<file path="src/rtl/nibble_alu_pkg.sv">
// Shared types and helpers for the nibble-serial add/subtract unit.
// The controller and its single nibble slice both import this package.
package nibble_alu_pkg;

  localparam int NIB_W = 4;

  typedef enum logic [1:0] {
    IDLE = 2'd0,
    RUN  = 2'd1,
    DONE = 2'd2
  } state_t;

  // Operands agree in sign but the result does not.
  function automatic logic ovf_detect(input logic a_msb, input logic b_msb, input logic s_msb);
    return (a_msb == b_msb) && (s_msb != a_msb);
  endfunction

endpackage

</file>
<file path="src/rtl/nibble_addsub_slice.sv">
// Combinational 4-bit a + b + cin with carry lookahead.
// Subtraction is handled upstream, so the slice has no mode input.
module nibble_addsub_slice
  import nibble_alu_pkg::*;
(
  input  logic [NIB_W-1:0] a,
  input  logic [NIB_W-1:0] b,
  input  logic             cin,
  output logic [NIB_W-1:0] s,
  output logic             cout
);

  logic [NIB_W-1:0] w_g;
  logic [NIB_W-1:0] w_p;
  logic [NIB_W:0]   w_c;

  assign w_g = a & b;
  assign w_p = a ^ b;

  // Every carry is expanded directly from cin, so no carry ripples between bits.
  assign w_c[0] = cin;
  assign w_c[1] = w_g[0] | (w_p[0] & cin);
  assign w_c[2] = w_g[1] | (w_p[1] & w_g[0]) | (w_p[1] & w_p[0] & cin);
  assign w_c[3] = w_g[2] | (w_p[2] & w_g[1]) | (w_p[2] & w_p[1] & w_g[0])
                | (w_p[2] & w_p[1] & w_p[0] & cin);
  assign w_c[4] = w_g[3] | (w_p[3] & w_g[2]) | (w_p[3] & w_p[2] & w_g[1])
                | (w_p[3] & w_p[2] & w_p[1] & w_g[0])
                | (w_p[3] & w_p[2] & w_p[1] & w_p[0] & cin);

  assign s    = w_p ^ w_c[NIB_W-1:0];
  assign cout = w_c[NIB_W];

endmodule

</file>
<file path="src/rtl/nibble_serial_addsub.sv">
// WIDTH-bit add/subtract unit that reuses one nibble slice, LSB nibble first.
// A request is latched in IDLE, processed over NIB cycles, and held in DONE until consumed.
module nibble_serial_addsub
  import nibble_alu_pkg::*;
#(
  parameter int WIDTH = 16
) (
  input  logic             clk,
  input  logic             rst_n,
  input  logic             req_valid,
  output logic             req_ready,
  input  logic [WIDTH-1:0] req_a,
  input  logic [WIDTH-1:0] req_b,
  input  logic             req_sub,
  output logic             rsp_valid,
  input  logic             rsp_ready,
  output logic [WIDTH-1:0] rsp_sum,
  output logic             rsp_cout,
  output logic             rsp_ovf,
  output logic             rsp_zero
);

  localparam int NIB   = WIDTH / NIB_W;
  localparam int IDX_W = $clog2(NIB);
  localparam logic [IDX_W-1:0] LAST_IDX = IDX_W'(NIB - 1);

  if ((WIDTH % NIB_W) != 0 || WIDTH < 8) begin : g_bad_width
    $error("nibble_serial_addsub: WIDTH must be a multiple of 4 and >= 8");
  end

  state_t           r_state;
  logic [IDX_W-1:0] r_idx;
  logic             r_carry;
  logic [WIDTH-1:0] r_a;
  logic [WIDTH-1:0] r_b;
  logic [WIDTH-1:0] r_sum;
  logic             r_cout;
  logic             r_ovf;
  logic             r_zero;

  logic [NIB_W-1:0] w_slice_s;
  logic             w_slice_cout;
  logic [WIDTH-1:0] w_sum_next;

  nibble_addsub_slice u_slice (
    .a    (r_a[NIB_W*r_idx +: NIB_W]),
    .b    (r_b[NIB_W*r_idx +: NIB_W]),
    .cin  (r_carry),
    .s    (w_slice_s),
    .cout (w_slice_cout)
  );

  // Running sum with the current nibble merged in; the zero flag needs the complete value.
  always_comb begin
    w_sum_next = r_sum;
    w_sum_next[NIB_W*r_idx +: NIB_W] = w_slice_s;
  end

  always_ff @(posedge clk or negedge rst_n) begin
    if (!rst_n) begin
      r_state <= IDLE;
      r_idx   <= '0;
      r_carry <= 1'b0;
      r_a     <= '0;
      r_b     <= '0;
      r_sum   <= '0;
      r_cout  <= 1'b0;
      r_ovf   <= 1'b0;
      r_zero  <= 1'b0;
    end else begin
      case (r_state)
        IDLE: begin
          if (req_valid) begin
            r_a     <= req_a;
            r_b     <= req_b ^ {WIDTH{req_sub}};
            r_carry <= req_sub;
            r_idx   <= '0;
            r_sum   <= '0;
            r_state <= RUN;
          end
        end
        RUN: begin
          r_sum   <= w_sum_next;
          r_carry <= w_slice_cout;
          if (r_idx == LAST_IDX) begin
            r_cout  <= w_slice_cout;
            r_ovf   <= ovf_detect(r_a[WIDTH-1], r_b[WIDTH-1], w_slice_s[NIB_W-1]);
            r_zero  <= (w_sum_next == '0);
            r_idx   <= '0;
            r_state <= DONE;
          end else begin
            r_idx <= r_idx + 1'b1;
          end
        end
        DONE: begin
          if (rsp_ready) begin
            r_state <= IDLE;
          end
        end
        default: r_state <= IDLE;
      endcase
    end
  end

  assign req_ready = (r_state == IDLE);
  assign rsp_valid = (r_state == DONE);
  assign rsp_sum   = r_sum;
  assign rsp_cout  = r_cout;
  assign rsp_ovf   = r_ovf;
  assign rsp_zero  = r_zero;

endmodule

</file>
<file path="config.mk">
export PLATFORM = sky130hd
export DESIGN_NAME = nibble_serial_addsub
export DESIGN_NICKNAME = d
export VERILOG_FILES = /design/src/rtl/nibble_alu_pkg.sv /design/src/rtl/nibble_addsub_slice.sv /design/src/rtl/nibble_serial_addsub.sv
export SDC_FILE = /design/constraint.sdc
export NUM_CORES = 1
export LEC_CHECK = 0
export ABC_AREA = 1
export CAP_MARGIN = 20
export CORE_ASPECT_RATIO = 0.75
export CORE_MARGIN = 1.5
export CORE_UTILIZATION = 25
export CTS_BUF_LIST = sky130_fd_sc_hd__clkbuf_4 sky130_fd_sc_hd__clkbuf_8 sky130_fd_sc_hd__clkbuf_16
export CTS_CLUSTER_DIAMETER = 120
export DETAILED_ROUTE_END_ITERATION = 12
export PLACE_DENSITY = 0.51
export REMOVE_ABC_BUFFERS = 1
export SYNTH_ARGS = -nofsm -noshare
export SYNTH_HDL_FRONTEND = slang
export SYNTH_SLANG_ARGS = --single-unit
</file>
<file path="constraint.sdc">
create_clock -name clk -period 3.2 [get_ports clk]
set_input_delay 0.96 -clock clk [delete_from_list [all_inputs] [get_ports clk]]
set_output_delay 0.96 -clock clk [all_outputs]
set_load 0.03 [all_outputs]
</file>
* Word-level counts from Yosys, hierarchy flattened
Cells that the tools add are included.
** Operators by class
- Shift operators :: 4
- Reductions and logical operators :: 8
- Multipliers :: 0
- Add/subtract/negate cells :: 2
- Eq/ne operators :: 8
- Bitwise logic cells :: 30
- Div/mod/pow operators :: 0
- Order comparisons :: 0
- Muxes and demuxes :: 12
** Operators by type and width (number)
- $neg A4 Y34 :: 1
- $shift A4 B34 Y16 const A :: 1
- $shiftx A4 B34 Y16 :: 1
- $pmux W16 S2 :: 1
- $shiftx A16 B5 Y4 :: 2
- $and A1 B1 Y1 :: 16
- $bwmux W16 :: 1
- $logic_not A16 Y1 :: 1
- $mux W16 :: 1
- $xor A16 B16 Y16 :: 1
- $mux W2 :: 5
- $or A1 B1 Y1 :: 10
- $xor A4 B4 Y4 :: 2
- $pmux W2 S3 :: 1
- $reduce_and A2 Y1 :: 3
- $and A4 B4 Y4 :: 1
- $eq A2 B2 Y1 const B :: 2
- $ne A2 B2 Y1 const B :: 2
- $pmux W2 S2 :: 1
- $reduce_and A3 Y1 :: 1
- $add A2 B1 Y2 const B :: 1
- $eq A2 B1 Y1 const B :: 1
- $logic_not A2 Y1 :: 1
- $ne A2 B1 Y1 const B :: 1
- 6 further kinds :: 6
** Storage, ports and cells
- Bits in latches :: 0
- Register bits after elaboration :: 56
- Bits in writable memories :: 0
- Memories :: 0
- Word-level logic and storage cells :: 73
- ROM bits :: 0

* Depth between registers and ports, before layout
Gate-level depths: netlist (run 1).
- Depth in word-level cells :: 10
- Mapped depth :: 21

* Hierarchy
Synthesis (run 1) repeated with hierarchy kept, for this count alone.
** Unflattened totals
- Cells, all modules :: 386
- Area total of the unflattened synthesis :: 3059.2 um^2
** By module, submodules not included
- nibble_serial_addsub :: area each 2870.3 um^2, instances 1, cells each 355
- nibble_addsub_slice :: area each 188.9 um^2, instances 1, cells each 31

* Worst setup path before layout (run 1)
Ideal clock, no wire load.
- Path type :: flip-flop to flip-flop
- Start point :: register r_idx[0]
- End point :: register r_zero (netlist: rsp_zero)
- Clock period less this slack :: 2.636 ns
- Path buffers :: 3
- Arrival time :: 2.571 ns
- Path slack :: 0.564 ns
- Stages on the path, launching flop included :: 17
- Cells stage by stage :: dfrtp_1 -> buf_4 -> inv_2 -> buf_6 -> clkbuf_1 -> nor2_1 -> o22ai_1 -> fa_1 -> nand3_1 -> o21ai_0 -> nor2_1 -> nand2_1 -> nor2_1 -> nand3_1 -> nor2_1 -> nand3_1 -> nand2_1
** Between the ends
- Cells in the longest elaborated chain, start to end :: 10
- Elaborated cells between the ends (all ways) :: 27
** Ends and longest elaborated chain
- start, declared :: line nibble_serial_addsub.sv:32 : logic [IDX_W-1:0] r_idx;
- start signal, assigned :: line nibble_serial_addsub.sv:92 : r_idx <= r_idx + 1'b1;
- $shiftx A16 B5 Y4, on equally long branches :: line nibble_serial_addsub.sv:46, nibble_serial_addsub.sv:47
- $xor A4 B4 Y4 / $and A4 B4 Y4 (equally long branches) :: line nibble_addsub_slice.sv:18, nibble_addsub_slice.sv:17
- $and A1 B1 Y1, on equally long branches :: line nibble_addsub_slice.sv:24, nibble_addsub_slice.sv:25
- $or A1 B1 Y1 (tied with other cells) :: line nibble_addsub_slice.sv:24 : assign w_c[3] = w_g[2] | (w_p[2] & w_g[1]) | (w_p[2] & w_p[1] & w_g[0])
- $or A1 B1 Y1 / $and A1 B1 Y1 (equally long branches) :: line nibble_addsub_slice.sv:24, nibble_addsub_slice.sv:25
- $or A1 B1 Y1 :: line nibble_addsub_slice.sv:25 : | (w_p[2] & w_p[1] & w_p[0] & cin);
- $xor A4 B4 Y4 :: line nibble_addsub_slice.sv:30 : assign s = w_p ^ w_c[NIB_W-1:0];
- $shiftx A4 B34 Y16 :: line nibble_serial_addsub.sv:56 : w_sum_next[NIB_W*r_idx +: NIB_W] = w_slice_s;
- $bwmux W16 :: line nibble_serial_addsub.sv:56
- $logic_not A16 Y1 :: line nibble_serial_addsub.sv:88 : r_zero <= (w_sum_next == '0);
- end signal, assigned :: line nibble_serial_addsub.sv:88
- end, declared :: line nibble_serial_addsub.sv:39 : logic r_zero;
Parallel ways exist; a longest one is shown, timed or not.
A chain may end at the register's enable or synchronous reset.

* Worst setup path after layout (run 1)
- Start point :: register r_idx[1]
- End point :: register r_zero (netlist: rsp_zero)
The elaborated chain is that of the path after synthesis.

==> results_dict.tcl, run 1 <==
set metrics [dict create \
    syn_to_final_growth_pct 28.1 \
    clock_tree.htree_level_count 2 \
    vias_per_cell 4.43 \
    timing.reg2reg.worst_path_depth 14 \
    grt_first_pass_wirelength_um 13800 \
    mostFrequentLayoutCells "131 x sky130_fd_sc_hd__nand2_1, 56 x sky130_fd_sc_hd__clkdlybuf4s50_1, 56 x sky130_fd_sc_hd__dfrtp_1, 45 x sky130_fd_sc_hd__o21ai_0, 35 x sky130_fd_sc_hd__nor2_1" \
    pin_count_of_the_biggest_net_entering_global_routing 50 \
    num_io_pins 58 \
    critPathMaxStageDelay_ns 0.58 \
    total_grt_overflow 0 \
    timing.critical_path.to_type "flip-flop" \
    synth_async_sr_flop_share_pct 100 \
    design_power_total_w 0.00446 \
    detailroute.via_count 2714 \
    final_net_count 495 \
    synth-seq-cells 56 \
    max-clock-path-buffers 2 \
    postRouteAntennaNets 0 \
    gate_count_after_technology_mapping 392 \
    crit_chain "buf_4 > clkinv_1 > o21ai_0 > o22ai_1 > fa_1 > nand3_1 > o21ai_0 > nor2_1 > nand2_1 > nor2_1 > nand3_1 > nor2_1 > nand3_1 > nand2_1" \
    worst_setup_path_startpoint "r_idx[1]" \
    cap_viol_max_count 0 \
    grtUsageTotal_pct 13.2 \
    cts_resized 0 \
    max_slew_margin_pct 64.6 \
    syn_area_per_cell_um2 7.92 \
    top_layer "met4" \
    crit_slowest_cell "sky130_fd_sc_hd__fa_1" \
    final-setup-viol-count 0 \
    instances_no_fill 613 \
    met2RoutedLength_um 3380 \
    core.rowCount 35 \
    chipHeight_um 99.5 \
    worstReg2RegStart "r_idx[1]" \
    tritoncts "built" \
    grt_antenna_before_repair 0 \
    cp.arrival_ns 2.82 \
    leak_nw 1.85 \
    cts-buffers-inserted 5 \
    critical_path_class "flip-flop to flip-flop" \
    route.detailed.drc 0 \
    synth_seq_area_share_pct 45.2 \
    final_hold_violation_count 0 \
    drt-wirelength-per-cell_um 12.9 \
    drt-pass1-iter-count 4 \
    floorplan_core_area_um2 12200 \
    synthTopCellsByArea "sky130_fd_sc_hd__dfrtp_1 45%, sky130_fd_sc_hd__nand2_1 16%, sky130_fd_sc_hd__o21ai_0 7.3%" \
    numClockSinks 56 \
    start_util_pct 25.5 \
    worst_ir_drop_vdd_mv 0.327 \
    postCtsSetupBuffers 0 \
    grt_setup_unrepaired "no" \
    r2r-end "rsp_zero" \
    maxClockFrequency_mhz 382 \
    met1_length_um 4080 \
    fin_worst_skew_ns 0.00628 \
    diodes 0 \
    max_slew.worst_pin.slew_ns 0.532 \
    synth_top_cell_area_share_pct 45.2 \
    dp.final_hpwl_um 5860 \
    clockRootBuffer "sky130_fd_sc_hd__clkbuf_16" \
    timing.critical_path.to "rsp_zero" \
    clock_insertion_delay_worst_skew_ns 0.30 \
    mostFrequentLayoutCell "sky130_fd_sc_hd__nand2_1" \
    timing.critical_path.fanout_max 12 \
    die_x_um 132 \
    cp.required_ns 3.40 \
    drt-initial-drc-count 199 \
    maxSlewViolCount 0 \
    hold_path.class "flip-flop to flip-flop" \
    cts-hold-fix-buffers 0 \
    met3_wirelength_um 334 \
    place_inst 605 \
    finalCritPeriodShare_pct 81.9 \
    crit_path_start_kind "flip-flop" \
    first_global_vias 2822 \
    synthDominantAreaCellType "sky130_fd_sc_hd__dfrtp_1" \
    rrSetupSlack_ns 0.58 \
    path_clk_slew_ns 0.07 \
    synth_cell_type_count 29 \
    die_outline_area_um2 13100 \
    status "complete, no violations" \
    syn-cell-area_um2 3100 \
    final_layout_size_suffix_gt1_share_pct 6.26 \
    power-per-cell-area_nw_per_um2 1120 \
    number_of_buffer_cells_added_on_primary_ports 57 \
    totalNegativeSetupSlack_ns 0 \
    synthFlopType "sky130_fd_sc_hd__dfrtp_1" \
    route.final.wire_length_um 7920 \
    place.gp.congestion 0.853 \
    post-route-min-period_ns 2.62 \
    synth-warning-count 0 \
    synth_enable_flop_cells 0 \
]
-- cell usage after synthesis (3+ instances only) --
cell type / count
sky130_fd_sc_hd__o22ai_1: 11
sky130_fd_sc_hd__inv_1: 25
sky130_fd_sc_hd__nor2_1: 35
sky130_fd_sc_hd__nand3_1: 13
sky130_fd_sc_hd__ha_1: 11
sky130_fd_sc_hd__inv_2: 4
sky130_fd_sc_hd__dfrtp_1: 56
sky130_fd_sc_hd__o21ai_0: 45
sky130_fd_sc_hd__buf_2: 5
sky130_fd_sc_hd__xnor2_1: 16
sky130_fd_sc_hd__nand2_1: 131
sky130_fd_sc_hd__nand2_2: 3
sky130_fd_sc_hd__nand4_1: 5
sky130_fd_sc_hd__clkbuf_1: 7
sky130_fd_sc_hd__a22o_1: 8
-- power by group --
group / internal, W / switching (W) / total, W
clock: 0.000289 / 0.000258 / 0.000547
combinational: 0.000958 / 0.00170 / 0.00266
sequential: 0.00103 / 0.000229 / 0.00126
-- registers in the layout (all words and copies together) (netlist names) --
| signal | cells |
|---|---|
| r_a | 16 |
| r_b | 16 |
| r_carry | 1 |
| r_idx | 2 |
| r_state | 2 |
| rsp_cout | 1 |
| rsp_ovf | 1 |
| rsp_sum | 16 |
| rsp_zero | 1 |
-- stage by stage --
stage	utilization, %	setup slack, ns	hold slack [ns]	instance area (um^2)
detailed placement	31.5	0.620	0.463	3830
global route	32.7	0.296	0.514	3980
CTS	32.7	0.593	0.483	3980
global placement	31.5	0.710	0.466	3830
finish	32.7	0.580	0.482	3980
floorplan	-	0.582	0.444	3010
-- logic make-up (layout without fill, tap and decap cells) --
family | count (synthesis) | in the layout | share of synthesized area (%)
simple gates | 192 | 192 | 25.8
xor+xnor | 16 | 16 | 4.52
flops | 56 | 56 | 45.2
fa+ha+maj | 12 | 12 | 5.08
compound gates | 70 | 70 | 13.0
buf+inv | 46 | 101 | 6.49
-- critical path, delay by kind of cell (launching register included) --
| family | cells | cell delay [ns] |
|---|---|---|
| AO/OA/AOI/OAI | 3 | 0.62 |
| adder cells (fa/ha/maj) | 1 | 0.58 |
| AND/OR/NAND/NOR | 8 | 0.53 |
| buffers and inverters | 2 | 0.43 |
| flip-flops | 1 | 0.34 |
-- layer usage --
layer	track usage, %	up-vias
met2	19.8	68
li1	-	1375
met1	18.4	1261
met5	0	-
met4	5.30	0
met3	2.96	10
-- final cells by class --
cell class	instances	area (um^2)
fill	1332	8200
multi-input combinational	290	1500
sequential	56	1400
timing repair buffer	63	611
tap	166	208
clock buffer	5	125
inverter	30	113
clock inverter	3	18.8
-- worst min-delay path by stage --
| stage | depth (start not counted) | from | to | slack [ns] |
|---|---|---|---|---|
| CTS | 2 | r_a[7] | r_a[7] | 0.48 |
| global route | 2 | r_a[8] | r_a[8] | 0.51 |
| global placement | 2 | r_a[7] | r_a[7] | 0.47 |
| floorplan | 2 | r_a[10] | r_a[10] | 0.44 |
| detailed placement | 2 | r_a[7] | r_a[7] | 0.46 |
| finish | 2 | r_a[7] | r_a[7] | 0.48 |
No activity file was read; power rests on OpenSTA's default activity.
==> run 2: changes to the inputs <==
PLACE_DENSITY = 0.53   (was 0.51)
clock period = 2.4 ns   (was 3.2 ns; I/O delays follow)
==> run 2 against run 1 <==
Against the previous run:
- total power is 48% higher
- largest cell class unchanged
- final cell count is 2.4% higher
- register-to-register slack worse by 0.47 ns
- global-route usage is 0.071 points higher
- critical endpoint unchanged
- clock power is 36% higher
- sequential power is 36% higher
- clock skew is 0.0017 ns higher
- non-clock buffer count is 15 higher
- worst setup slack worse by 0.47 ns
- largest power group unchanged
- count of clock-buffer cells in the layout is 1 higher
- highest routed layer unchanged
==> results_dict.tcl, run 2 (same netlist as run 1, synthesis figures left out) <==
set metrics [dict create \
    place_inst 618 \
    maxSlewViolCount 0 \
    syn_to_final_growth_pct 35.5 \
    final_core_utilization_pct 34.5 \
    clock_tree.htree_level_count 2 \
    mostFrequentLayoutCells "129 x sky130_fd_sc_hd__nand2_1, 55 x sky130_fd_sc_hd__dfrtp_1, 54 x sky130_fd_sc_hd__clkdlybuf4s50_1, 34 x sky130_fd_sc_hd__o21ai_0, 32 x sky130_fd_sc_hd__nor2_1" \
    detailroute.via_count 2744 \
    timing.critical_path.to_type "flip-flop" \
    pin_count_of_the_biggest_net_entering_global_routing 50 \
    status "complete, no violations" \
    max_slew.worst_pin.slew_ns 0.467 \
    chipHeight_um 99.5 \
    clock_insertion_delay_worst_skew_ns 0.30 \
    route.detailed.drc 0 \
    max_slew_margin_pct 68.9 \
    design_power_total_w 0.00659 \
    drt-pass1-iter-count 4 \
    grt_antenna_before_repair 0 \
    grt_first_pass_wirelength_um 13900 \
    crit_slowest_cell "sky130_fd_sc_hd__dfrtp_2" \
    critPathMaxStageDelay_ns 0.46 \
    route.final.wire_length_um 8320 \
    rrSetupSlack_ns 0.11 \
    instances_no_fill 628 \
    cp.arrival_ns 2.48 \
    floorplan_core_area_um2 12200 \
    num_io_pins 58 \
    totalNegativeSetupSlack_ns 0 \
    power-per-cell-area_nw_per_um2 1570 \
    crit_path_start_kind "flip-flop" \
    leak_nw 1.97 \
    dp.final_hpwl_um 6160 \
    timing.reg2reg.worst_path_depth 15 \
    postRouteAntennaNets 0 \
    path_clk_slew_ns 0.07 \
    grt_setup_unrepaired "yes" \
    number_of_buffer_cells_added_on_primary_ports 57 \
    maxClockFrequency_mhz 437 \
    drt-initial-drc-count 134 \
    worst_ir_drop_vdd_mv 0.523 \
    place_worst_setup_slack_ns -0.0417 \
    post-route-min-period_ns 2.29 \
    cellInternalPower_w 0.00339 \
    power.clock.fraction_pct 11.3 \
    final_critical_path_setup_slack_ns 0.111 \
    cts-hold-fix-buffers 0 \
    timing.critical_path.fanout_max 8 \
    power.share.combinational_pct 62.7 \
    drt-wirelength-per-cell_um 13.3 \
    crit_chain "buf_4 > o21ai_0 > o22ai_2 > ha_4 > nand2_1 > nand3_1 > nand2_1 > nand2_1 > nand2_2 > nand2_4 > nand2_1 > o21ai_2 > nor2_1 > nand3_1 > nand2_1" \
    max-clock-path-buffers 2 \
    n_fill_cell 1307 \
    hold_path.class "primary input to async pin" \
    clockRootBuffer "sky130_fd_sc_hd__clkbuf_16" \
    finalCritPeriodShare_pct 95.4 \
    seq_power_share_pct 26.0 \
    fin_worst_skew_ns 0.00799 \
    vias_per_cell 4.37 \
    tritoncts "built" \
    die_outline_area_um2 13100 \
    final-setup-viol-count 0 \
    final_net_count 510 \
    place.gp.congestion 0.918 \
    cts-buffers-inserted 5 \
    critical_path_class "flip-flop to flip-flop" \
    cp.required_ns 2.59 \
    first_global_vias 2733 \
    final_layout_size_suffix_gt1_share_pct 13.2 \
    grtUsageTotal_pct 13.2 \
    diodes 0 \
    die_x_um 132 \
    total_grt_overflow 0 \
    swShare_pct 48.6 \
    power.switching_w 0.00320 \
    cap_viol_max_count 0 \
    start_util_pct 25.5 \
    numClockSinks 56 \
    critical-path-top-cell-by-count "sky130_fd_sc_hd__nand2_1" \
    core.rowCount 35 \
    mostFrequentLayoutCell "sky130_fd_sc_hd__nand2_1" \
    final_hold_violation_count 0 \
]
==> run 2: layer usage <==
metal | up-vias | share of wire [%] | GRT usage [%]
met5 | - | 0 | 0
met4 | 0 | 0.84 | 2.99
met3 | 8 | 3.6 | 3.06
met2 | 53 | 42 | 19.4
met1 | 1281 | 53 | 19.7
li1 | 1402 | - | -
==> run 2: power by group through the flow <==
stage	combinational [W]	sequential [W]	clock, W
floorplan	0.00219	0.00190	0
global placement	0.00369	0.00171	0
detailed placement	0.00375	0.00171	0
CTS	0.00379	0.00170	0.000772
global route	0.00462	0.00177	0.000819
finish	0.00413	0.00171	0.000744
==> run 2: per-stage QoR <==
step           hold slack, ns  cell area, um^2
2_1_floorplan           0.424             3010
3_3_place_gp            0.457             3940
3_5_place_dp            0.462             3940
4_1_cts                 0.385             4100
5_1_grt                 0.396             4200
6_report                0.372             4200
==> run 2: what timing repair did <==
item | CTS | global route
endpoints found under the setup margin | 1 | 14
pin swaps | 0 | 3
setup buffers | 1 | 1
resized for setup | 2 | 33
==> run 2: path summary, 6_finish.rpt <==
path,startpoint,to
worst min register to register,r_a[7],r_a[7]
max in group asynchronous,rst_n,r_idx[0]
worst max-delay path,r_idx[0],rsp_zero
worst max register to register,r_idx[0],rsp_zero
min in group clk,r_a[7],r_a[7]
worst min-delay path,rst_n,rsp_sum[6]
==> run 2: layout make-up <==
cell class / instances / area (um^2) / area share (%)
Clock inverter: 2 / 16.3 / 0.387
Multi-Input combinational cell: 290 / 1590 / 37.7
Sequential cell: 56 / 1400 / 33.4
Tap cell: 166 / 208 / 4.94
Inverter: 30 / 115 / 2.74
Clock buffer: 6 / 133 / 3.15
Timing Repair Buffer: 78 / 744 / 17.7
==> run 2: critical path, delay by kind of cell (launching register included) <==
kind                       cells  cell delay [ns]
and+or+nand+nor               10             0.71
buffers and inverters          1             0.18
DFF                            1             0.46
AOI/OAI and AO/OA              3             0.51
adders and majority gates      1             0.32
==> run 3: changes to the inputs <==
REMOVE_ABC_BUFFERS = not set   (was 1)
==> run 3 against run 2 <==
Against the previous run:
- clock skew grew 0.0012 ns
- sequential power is essentially flat
- critical path type unchanged
- global-route usage shrank 0.076 points
- register-to-register slack lost 0.04 ns
- fmax shrank 1.5%
- worst setup slack lost 0.036 ns
- sequential share of layout area grew 0.39 points
- utilization shrank 0.40 points
- die area is the same
- critical path depth shrank 2
==> results_dict.tcl, run 3 (same netlist as run 1, synthesis figures left out) <==
set metrics [dict create \
    worst_ir_drop_vdd_mv 0.508 \
    critical-path-top-delay-family "simple AND/OR/NAND/NOR gates" \
    hold_path.class "primary input to async pin" \
    total_grt_overflow 0 \
    path_clk_slew_ns 0.07 \
    chipHeight_um 99.5 \
    timing.critical_path.fanout_max 6 \
    num_io_pins 58 \
    max_slew_margin_pct 70.3 \
    crit_chain "buf_4 > nor2_1 > o22ai_2 > fa_2 > nand3_2 > o21ai_1 > nor2_1 > nand2_1 > nor2_1 > nand3_1 > nor2_1 > nand3_1 > nand2_1" \
    drt-wirelength-per-cell_um 13.2 \
    final_hold_violation_count 0 \
    drt-pass1-iter-count 4 \
    final-setup-viol-count 0 \
    timing.critical_path.to "rsp_zero" \
    mostFrequentLayoutCells "129 x sky130_fd_sc_hd__nand2_1, 55 x sky130_fd_sc_hd__dfrtp_1, 54 x sky130_fd_sc_hd__clkdlybuf4s50_1, 38 x sky130_fd_sc_hd__o21ai_0, 33 x sky130_fd_sc_hd__nor2_1" \
    detailroute.via_count 2785 \
    die_x_um 132 \
    first_global_vias 2708 \
    postRouteAntennaNets 0 \
    max-clock-path-buffers 2 \
    totalNegativeSetupSlack_ns 0 \
    worst_setup_path_startpoint "r_idx[0]" \
    critical_path_cell_count 13 \
    tritoncts "built" \
    seq_power_share_pct 26.6 \
    route.detailed.drc 0 \
    finalCritPeriodShare_pct 96.9 \
    critical-path-top-cell-by-count "sky130_fd_sc_hd__nor2_1" \
    final_design_area_no_fill_um2 4160 \
    syn_to_final_growth_pct 33.9 \
    grtUsageTotal_pct 13.2 \
    cp.required_ns 2.58 \
    place.gp.congestion 0.873 \
    numClockSinks 56 \
    vias_per_cell 4.50 \
    clock_tree.htree_level_count 2 \
    synth_nets 441 \
    power.switching_w 0.00309 \
    instances_no_fill 619 \
    diodes 0 \
    start_util_pct 25.5 \
    die_outline_area_um2 13100 \
    placed_area_um2 3890 \
    maxClockFrequency_mhz 430 \
    clockRootBuffer "sky130_fd_sc_hd__clkbuf_16" \
    timing.reg2reg.worst_path_depth 13 \
    core.rowCount 35 \
    grt_first_pass_wirelength_um 13800 \
    clock_insertion_delay_worst_skew_ns 0.30 \
    timing.critical_path.to_type "flip-flop" \
    floorplan_core_area_um2 12200 \
    max_slew.worst_pin.slew_ns 0.445 \
    power.share.combinational_pct 60.1 \
    route.final.wire_length_um 8150 \
    status "complete, no violations" \
    final_core_utilization_pct 34.1 \
    post-route-min-period_ns 2.33 \
    cts-buffers-inserted 5 \
    rrSetupSlack_ns 0.07 \
    drt-initial-drc-count 200 \
    r2r-end "rsp_zero" \
    crit_slowest_cell "sky130_fd_sc_hd__fa_2" \
    dp.final_hpwl_um 6110 \
    wp_buf_inv 1 \
    worstReg2RegStart "r_idx[0]" \
    cellInternalPower_w 0.00337 \
    maxSlewViolCount 0 \
    grt_antenna_before_repair 0 \
    final_layout_size_suffix_gt1_share_pct 11.5 \
    cap_viol_max_count 0 \
    fin_worst_skew_ns 0.00916 \
    final_net_count 501 \
    number_of_buffer_cells_added_on_primary_ports 57 \
    crit_path_start_kind "flip-flop" \
    swShare_pct 47.8 \
    mostFrequentLayoutCell "sky130_fd_sc_hd__nand2_1" \
    critical_path_class "flip-flop to flip-flop" \
    power-per-cell-area_nw_per_um2 1550 \
    power.clock.fraction_pct 13.3 \
    critPathMaxStageDelay_ns 0.63 \
    grt_setup_unrepaired "yes" \
    leak_nw 1.95 \
    n_fill_cell 1290 \
    cp.arrival_ns 2.51 \
    pin_count_of_the_biggest_net_entering_global_routing 57 \
    place_inst 610 \
]
-- run 3: repair_timing --
item	CTS	global route
buffers inserted	0	1
resized for setup	0	28
hold buffers	0	0
hold endpoints to repair	0	0
pin swaps	1	4
setup endpoints to repair	1	10
cloned	0	0
-- run 3: per-stage QoR --
stage	total power (W)	hold WS, ns	setup WS [ns]
after detailed placement	0.00535	0.468	0.0309
after global routing	0.00709	0.454	-0.0672
final	0.00646	0.422	0.0745
after floorplan	0.00426	0.424	0.00690
after global placement	0.00532	0.467	0.0512
after CTS	0.00624	0.436	0.00172
-- run 3: worst min path at each step --
stage	from	end	slack [ns]
after floorplan	rst_n	r_a[0]	0.42
after global placement	r_a[3]	r_a[3]	0.47
after detailed placement	r_a[3]	r_a[3]	0.47
after CTS	rst_n	rsp_sum[7]	0.44
after global routing	rst_n	rsp_sum[7]	0.45
final	rst_n	rsp_sum[7]	0.42
-- run 3: power by group through the flow --
stage          logic (W)  clock network, W  registers [W]
2_1_floorplan    0.00240                 0        0.00186
3_3_place_gp     0.00359                 0        0.00172
3_5_place_dp     0.00364                 0        0.00172
4_1_cts          0.00365          0.000885        0.00171
5_1_grt          0.00438          0.000931        0.00178
6_report         0.00388          0.000856        0.00172
-- run 3: cell type report --
class / count / area, um^2 / share of cell area [%]
Multi-Input combinational cell: 290 / 1570 / 37.8
Sequential cell: 56 / 1400 / 33.8
Timing Repair Buffer: 69 / 681 / 16.4
Clock inverter: 2 / 38.8 / 0.933
Tap cell: 166 / 208 / 5.00
Inverter: 30 / 118 / 2.83
Clock buffer: 6 / 139 / 3.34
-- run 3: layer usage --
metal / vias up / global-route usage (%) / share of wire, %
met1: 1307 / 19.4 / 52
li1: 1392 / - / -
met4: 0 / 3.08 / 0.86
met5: - / 0 / 0
met2: 78 / 19.2 / 42
met3: 8 / 3.31 / 5.9
